$ cat config.mk
export PLATFORM = sky130hd
export DESIGN_NAME = packet_scheduler_flat
export DESIGN_NICKNAME = d
export VERILOG_FILES = /design/src/rtl/packet_scheduler_if.sv /design/src/rtl/packet_scheduler.sv /design/src/flat_wrapper.sv
export SDC_FILE = /design/constraint.sdc
export NUM_CORES = 1
export LEC_CHECK = 0
export ABC_AREA = 0
export BUFFER_PORTS_ARGS = -buffer_cell sky130_fd_sc_hd__buf_2
export CAP_MARGIN = 20
export CORE_MARGIN = 10
export CORE_UTILIZATION = 60
export CTS_BUF_LIST = sky130_fd_sc_hd__clkbuf_2
export DETAILED_ROUTE_END_ITERATION = 10
export PLACE_DENSITY = 0.95
export SLEW_MARGIN = 20
export SYNTH_ARGS = -nofsm -noshare
export SYNTH_HDL_FRONTEND = slang
export SYNTH_SLANG_ARGS = --single-unit
$ cat constraint.sdc
create_clock -name i_clk -period 15.56 [get_ports i_clk]
set_input_delay 1.556 -clock i_clk [delete_from_list [all_inputs] [get_ports i_clk]]
set_output_delay 1.556 -clock i_clk [all_outputs]
set_load 0.01 [all_outputs]
$ cat src/rtl/packet_scheduler_if.sv
// Channel-to-framer bundle for packet_scheduler: sample strobes/data in, one granted frame out.
// master = channel/framer side, slave = scheduler side.
interface packet_scheduler_if #(
  parameter int unsigned N_CH       = 4,
  parameter int unsigned CH_BITS    = 2,
  parameter int unsigned DATA_WIDTH = 32
);
  logic                       i_en;
  logic [N_CH-1:0]            i_strobe;
  logic [N_CH*DATA_WIDTH-1:0] i_data;
  logic [7:0]                 i_id_base;
  logic                       i_framer_busy;
  logic                       i_clr_overrun;
  logic                       o_trigger;
  logic [7:0]                 o_id;
  logic [DATA_WIDTH-1:0]      o_data;
  logic [CH_BITS-1:0]         o_grant;
  logic                       o_busy;
  logic [N_CH-1:0]            o_overrun;

  modport master (
    output i_en, i_strobe, i_data, i_id_base, i_framer_busy, i_clr_overrun,
    input  o_trigger, o_id, o_data, o_grant, o_busy, o_overrun
  );

  modport slave (
    input  i_en, i_strobe, i_data, i_id_base, i_framer_busy, i_clr_overrun,
    output o_trigger, o_id, o_data, o_grant, o_busy, o_overrun
  );
endinterface

$ cat src/rtl/packet_scheduler.sv
// Round-robin scheduler sharing one framer between N_CH decimated channels.
// Latches per-channel samples, grants one channel per frame and paces frames with a gap.
module packet_scheduler #(
  parameter int unsigned N_CH          = 4,
  parameter int unsigned CH_BITS       = 2,
  parameter int unsigned DATA_WIDTH    = 32,
  parameter int unsigned START_TIMEOUT = 4,
  parameter int unsigned GAP_CYCLES    = 16
) (
  input  logic              i_clk,
  input  logic              i_rst,
  packet_scheduler_if.slave bus
);

  localparam int unsigned CNT_MAX = (START_TIMEOUT > GAP_CYCLES) ? START_TIMEOUT : GAP_CYCLES;
  localparam int unsigned CNT_W   = (CNT_MAX < 2) ? 1 : $clog2(CNT_MAX);
  localparam int unsigned HOLD_W  = N_CH * DATA_WIDTH;

  localparam logic [2:0] IDLE       = 3'd0;
  localparam logic [2:0] LOAD       = 3'd1;
  localparam logic [2:0] TRIG       = 3'd2;
  localparam logic [2:0] WAIT_START = 3'd3;
  localparam logic [2:0] WAIT_DONE  = 3'd4;
  localparam logic [2:0] GAP        = 3'd5;

  logic [2:0]            state_q, state_d;
  logic [CNT_W-1:0]      cnt_q, cnt_d;
  logic [CH_BITS-1:0]    g_q, g_d, last_q, last_d;
  logic [CH_BITS-1:0]    pick, idx;
  logic                  pick_found;
  logic [N_CH-1:0]       pend_q, pend_d, ovr_q, ovr_d, cap, load_clr;
  logic [HOLD_W-1:0]     hold_q, hold_d;
  logic [DATA_WIDTH-1:0] hold_arr [N_CH];
  logic [DATA_WIDTH-1:0] data_q, data_d;
  logic [7:0]            id_q, id_d;
  logic [CH_BITS-1:0]    grant_q, grant_d;
  logic                  trig_q, busy_q;

  assign cap = {N_CH{bus.i_en}} & bus.i_strobe;

  // Per-channel holding registers: a strobe always overwrites (newest sample wins).
  for (genvar k = 0; k < N_CH; k++) begin : g_hold
    assign hold_d[k*DATA_WIDTH +: DATA_WIDTH] = cap[k] ? bus.i_data[k*DATA_WIDTH +: DATA_WIDTH]
                                                       : hold_q[k*DATA_WIDTH +: DATA_WIDTH];
    assign hold_arr[k] = hold_q[k*DATA_WIDTH +: DATA_WIDTH];
  end

  // First pending channel after the last grant, wrapping modulo N_CH.
  always_comb begin
    pick_found = 1'b0;
    pick       = last_q;
    idx        = '0;
    for (int unsigned i = 1; i <= N_CH; i++) begin
      idx = CH_BITS'((32'(last_q) + i) % N_CH);
      if (!pick_found && pend_q[idx]) begin
        pick_found = 1'b1;
        pick       = idx;
      end
    end
  end

  always_comb begin
    state_d  = state_q;
    cnt_d    = cnt_q;
    g_d      = g_q;
    last_d   = last_q;
    data_d   = data_q;
    id_d     = id_q;
    grant_d  = grant_q;
    load_clr = '0;
    case (state_q)
      IDLE: begin
        if (bus.i_en && pick_found) begin
          g_d     = pick;
          state_d = LOAD;
        end
      end
      LOAD: begin
        data_d   = hold_arr[g_q];
        id_d     = bus.i_id_base | 8'(g_q);
        grant_d  = g_q;
        last_d   = g_q;
        load_clr = N_CH'(1) << g_q;
        state_d  = TRIG;
      end
      TRIG: begin
        cnt_d   = '0;
        state_d = WAIT_START;
      end
      WAIT_START: begin
        if (bus.i_framer_busy) begin
          state_d = WAIT_DONE;
        end else if (32'(cnt_q) + 32'd1 >= START_TIMEOUT) begin
          cnt_d   = '0;
          state_d = GAP;
        end else begin
          cnt_d = cnt_q + CNT_W'(1);
        end
      end
      WAIT_DONE: begin
        if (!bus.i_framer_busy) begin
          cnt_d   = '0;
          state_d = GAP;
        end
      end
      GAP: begin
        if (32'(cnt_q) + 32'd1 >= GAP_CYCLES) state_d = IDLE;
        else                                  cnt_d   = cnt_q + CNT_W'(1);
      end
      default: state_d = IDLE;
    endcase
    // A strobe landing on the LOAD cycle of its own channel re-arms it without overrun.
    pend_d = (pend_q & ~load_clr) | cap;
    ovr_d  = (bus.i_clr_overrun ? '0 : ovr_q) | (cap & pend_q & ~load_clr);
  end

  always_ff @(posedge i_clk or posedge i_rst) begin
    if (i_rst) begin
      state_q <= IDLE;
      cnt_q   <= '0;
      g_q     <= '0;
      last_q  <= CH_BITS'(N_CH - 1);
      pend_q  <= '0;
      ovr_q   <= '0;
      hold_q  <= '0;
      data_q  <= '0;
      id_q    <= '0;
      grant_q <= '0;
      trig_q  <= 1'b0;
      busy_q  <= 1'b0;
    end else begin
      state_q <= state_d;
      cnt_q   <= cnt_d;
      g_q     <= g_d;
      last_q  <= last_d;
      pend_q  <= pend_d;
      ovr_q   <= ovr_d;
      hold_q  <= hold_d;
      data_q  <= data_d;
      id_q    <= id_d;
      grant_q <= grant_d;
      trig_q  <= (state_d == TRIG);
      busy_q  <= (state_d != IDLE);
    end
  end

  assign bus.o_trigger = trig_q;
  assign bus.o_id      = id_q;
  assign bus.o_data    = data_q;
  assign bus.o_grant   = grant_q;
  assign bus.o_busy    = busy_q;
  assign bus.o_overrun = ovr_q;

endmodule

$ cat src/flat_wrapper.sv
// flat-port wrapper written by rule: the top's interface ports become plain ports
module packet_scheduler_flat 
#(
  parameter int unsigned N_CH          = 4,
  parameter int unsigned CH_BITS       = 2,
  parameter int unsigned DATA_WIDTH    = 32,
  parameter int unsigned START_TIMEOUT = 4,
  parameter int unsigned GAP_CYCLES    = 16
)
  (i_clk, i_rst, bus_i_en, bus_i_strobe, bus_i_data, bus_i_id_base, bus_i_framer_busy, bus_i_clr_overrun, bus_o_trigger, bus_o_id, bus_o_data, bus_o_grant, bus_o_busy, bus_o_overrun);
  packet_scheduler_if #(.N_CH(N_CH), .CH_BITS(CH_BITS), .DATA_WIDTH(DATA_WIDTH)) bus_i ();
  input  logic i_clk;
  input  logic i_rst;
  input wire logic [$bits(bus_i.i_en)-1:0] bus_i_en;
  input wire logic [$bits(bus_i.i_strobe)-1:0] bus_i_strobe;
  input wire logic [$bits(bus_i.i_data)-1:0] bus_i_data;
  input wire logic [$bits(bus_i.i_id_base)-1:0] bus_i_id_base;
  input wire logic [$bits(bus_i.i_framer_busy)-1:0] bus_i_framer_busy;
  input wire logic [$bits(bus_i.i_clr_overrun)-1:0] bus_i_clr_overrun;
  output wire logic [$bits(bus_i.o_trigger)-1:0] bus_o_trigger;
  output wire logic [$bits(bus_i.o_id)-1:0] bus_o_id;
  output wire logic [$bits(bus_i.o_data)-1:0] bus_o_data;
  output wire logic [$bits(bus_i.o_grant)-1:0] bus_o_grant;
  output wire logic [$bits(bus_i.o_busy)-1:0] bus_o_busy;
  output wire logic [$bits(bus_i.o_overrun)-1:0] bus_o_overrun;
  assign bus_i.i_en = bus_i_en;
  assign bus_i.i_strobe = bus_i_strobe;
  assign bus_i.i_data = bus_i_data;
  assign bus_i.i_id_base = bus_i_id_base;
  assign bus_i.i_framer_busy = bus_i_framer_busy;
  assign bus_i.i_clr_overrun = bus_i_clr_overrun;
  assign bus_o_trigger = bus_i.o_trigger;
  assign bus_o_id = bus_i.o_id;
  assign bus_o_data = bus_i.o_data;
  assign bus_o_grant = bus_i.o_grant;
  assign bus_o_busy = bus_i.o_busy;
  assign bus_o_overrun = bus_i.o_overrun;
  packet_scheduler #(.N_CH(N_CH), .CH_BITS(CH_BITS), .DATA_WIDTH(DATA_WIDTH), .START_TIMEOUT(START_TIMEOUT), .GAP_CYCLES(GAP_CYCLES)) u_core (.i_clk(i_clk), .i_rst(i_rst), .bus(bus_i));
endmodule
==> metrics.yaml <==
floorplanning:
  start_util_pct: 61.6
  coreArea_sq_um: 13300
  die_x_um: 137
  die-area_sq_um: 18700
  rows: 42
  die_h_um: 137
  io_pins: 193
sta:
  relSlewSlack_pct: 27.0
  setup_tns_ns: 0
  tightest_slew_ns: 1.09
  setup_viol: 0
  fin_skew_ns: 0.0385
  timing.fmax_mhz: 344
  finalHoldViolCount: 0
  layout_min_cycle_time_ns: 2.90
  setup_ws_ns: 12.66
  drv_slew: 0
  rsz0062_at_grt: "false"
  period_share_pct: 18.7
place:
  hpwl_um: 13500
  port-buffer-count: 192
  pre_cts_slack_ns: 12.36
  gp_congestion: 0.817
  placedCellCount: 938
worst_setup_path:
  cp.arrival_ns: 1.35
  crit_buf_inv: 1
  startpoint_type: "register"
  path_cells: "buf_2"
  cp-end-kind: "primary output"
  worstPathRequired_ns: 14.00
  critPathMaxFanout: 2
  path_delay_family: "flip-flops"
  slowest_stage: "dfrtp_1"
  max_stage_delay_ns: 0.47
  worstSetupPathType: "reg2out"
route:
  antenna_left: 0
  vias_per_cell: 5.55
  dr.pass1.iters: 7
  routed_wl_um: 19400
  vias: 5389
  drc: 0
  wire_per_inst_um: 20.0
  drt_iter0_drc: 394
grt:
  grt-busiest-layer: "met2"
  globalRouteMet1Util_pct: 24.3
  grt_use_total_pct: 20.9
  gr-total-overflow: 0
  met3_usage_pct: 5.28
  antenna_found_initial: 1
  grt_max_degree: 121
  grt_pass1_wl_um: 30300
  grt_pass1_vias: 5889
  grtUsageMet2_pct: 37.3
yosys:
  yosysSeqAreaShare_pct: 58.4
  syn_area_sq_um: 8190
  yosysTopAreaCell: "dfrtp_1"
  post-synth-top-area-fraction_pct: 57.7
  async_flop_share_pct: 100
  synth_nets: 745
  synth-edff-count: 0
  ys_top_cells_by_count: "189 x dfrtp_1, 133 x nand2_1, 128 x mux2_2"
  synthFlopType: "dfrtp_1"
  yosys-top-cells-area: "dfrtp_1 58%, mux2_2 18%, mux4_2 8.8%, nand2_1 6.1%, buf_2 1.2%"
  avgSynthCellArea_sq_um: 13.7
  syn_inst: 599
  yosysWarnings: 0
  synth_seq_cells: 191
  synth.most_common_cell: "dfrtp_1"
  synth_cell_type_count: 46
clock_network:
  root_buffer: "clkbuf_2"
  cts-hold-fix-buffers: 0
  post_cts_resized: 0
  insertion_delay_ns: 0.74
  ctsHtreeMaxLevel: 4
  cts_tree: "built"
  cts_sinks: 191
  cts_max_path_buffers: 2
  cts_setup_buffers: 0
  cts_buffers: 17
  clk_pin_slew_worst_paths_ns: 0.23
cells_and_area:
  fillers: 926
  fin_cells: 971
  areaGrowthSynthToFinish_pct: 15.1
  multi_input_area_sq_um: 3170
  fin_nets: 927
  drive_above_1_share_pct: 50.6
  seqCellArea_sq_um: 4780
power_and_ir_drop:
  power.leakage_uw: 0.00453
  cellPowerDensity_nw_per_um2: 155
  ir_worst_vdd_mv: 0.110
  power_uw: 1460
flow_run:
  maxCapViolCount: 0
outcome:
  status: "complete, no violations"
hold_path:
  hold_class: "reg2reg"
==> cell families (layout without fill, tap and decap cells) <==
| group | Yosys count | in the layout | share of synthesized area (%) |
|---|---|---|---|
| AND/OR/NAND/NOR | 169 | 169 | 8.77 |
| adder cells (fa/ha/maj) | 1 | 1 | 0.153 |
| buffers and inverters | 40 | 235 | 2.98 |
| other | 0 | 1 | 0 |
| multiplexers | 160 | 160 | 26.4 |
| flip-flops | 191 | 191 | 58.4 |
| AO/OA/AOI/OAI | 38 | 38 | 3.32 |
==> worst min-delay path, cell delays in order, from the launching register on <==
cell and delay (ns):
dfrtp_1 0.38, nand2_1 0.05, nand2_1 0.05
==> power breakdown <==
group	internal [uW]	total (uW)	switching, uW	leakage, uW
logic	247	491	244	0.00213
registers	621	733	113	0.00227
clock network	73.4	232	159	0.000134
==> path summary, 6_finish.rpt <==
check | start | endpoint | slack, ns | depth (start not counted)
setup / recovery | u_core.bus.o_data[29] | bus_o_data[29] | 12.66 | 1
hold / removal | u_core.bus.o_grant[0] | u_core.bus.o_grant[0] | 0.50 | 2
setup reg to reg | u_core.g_q[1] | u_core.bus.o_data[16] | 13.47 | 4
hold reg to reg | u_core.bus.o_grant[0] | u_core.bus.o_grant[0] | 0.50 | 2
max in group asynchronous | i_rst | u_core.bus.o_data[8] | 13.24 | 3
min in group asynchronous | i_rst | u_core.hold_q[84] | 0.95 | 2
==> stage by stage <==
stage / hold slack (ns) / area (sq um) / utilization [%]
finish: 0.497 / 9430 / 70.9
global route: 0.520 / 9430 / 70.9
CTS: 0.504 / 9420 / 70.9
detailed placement: 0.456 / 9210 / 69.2
global placement: 0.448 / 9210 / 69.2
floorplan: 0.474 / 8190 / -
==> metal layers <==
metal / share of wire (%) / wire (um) / vias up
li1: - / - / 2465
met1: 39 / 7540 / 2737
met2: 54 / 10500 / 170
met3: 6.0 / 1160 / 17
met4: 0.96 / 187 / 0
met5: 0 / 0 / -
==> cells in the final DEF, fill, tap and decap left out, types with 2 or more instances in the layout <==
| cell | n |
|---|---|
| inv_1 | 6 |
| mux2_2 | 128 |
| nor2b_1 | 4 |
| clkbuf_2 | 20 |
| o22ai_1 | 4 |
| a21oi_1 | 6 |
| o2bb2ai_1 | 2 |
| nand2_1 | 129 |
| nor4_1 | 2 |
| nand2_4 | 2 |
| clkinv_1 | 4 |
| mux4_2 | 32 |
| dfrtp_1 | 187 |
| buf_2 | 192 |
| a22o_1 | 3 |
| and3b_1 | 2 |
| nand2b_1 | 2 |
| clkinv_2 | 2 |
| clkinv_4 | 2 |
| dfstp_2 | 2 |
| dfrtp_2 | 2 |
| nand3_1 | 7 |
| buf_4 | 3 |
| nor2_1 | 10 |
| bufinv_16 | 2 |
| clkinvlp_4 | 2 |
| o21ai_2 | 2 |
| nand2_2 | 4 |
| o21ai_0 | 8 |
==> state kept, by name, summed over array words and instances (netlist names) <==
name	flops
u_core.hold_q	128
u_core.bus.o_data	32
u_core.bus.o_id	8
u_core.bus.o_overrun	4
u_core.cnt_q	4
u_core.pend_q	4
u_core.state_q	3
u_core.bus.o_grant	2
u_core.g_q	2
u_core.last_q	2
u_core.bus.o_busy	1
u_core.bus.o_trigger	1
==> cell type report <==
type                       count  area share [%]
multi-input combinational    368            33.7
timing repair buffer         195            10.4
sequential                   191            50.8
inverter                       8           0.451
antenna                        1          0.0265
tap                          176            2.34
clock buffer                  20            1.06
clock inverter                12            1.25
Power figures use the tool's default switching activity.
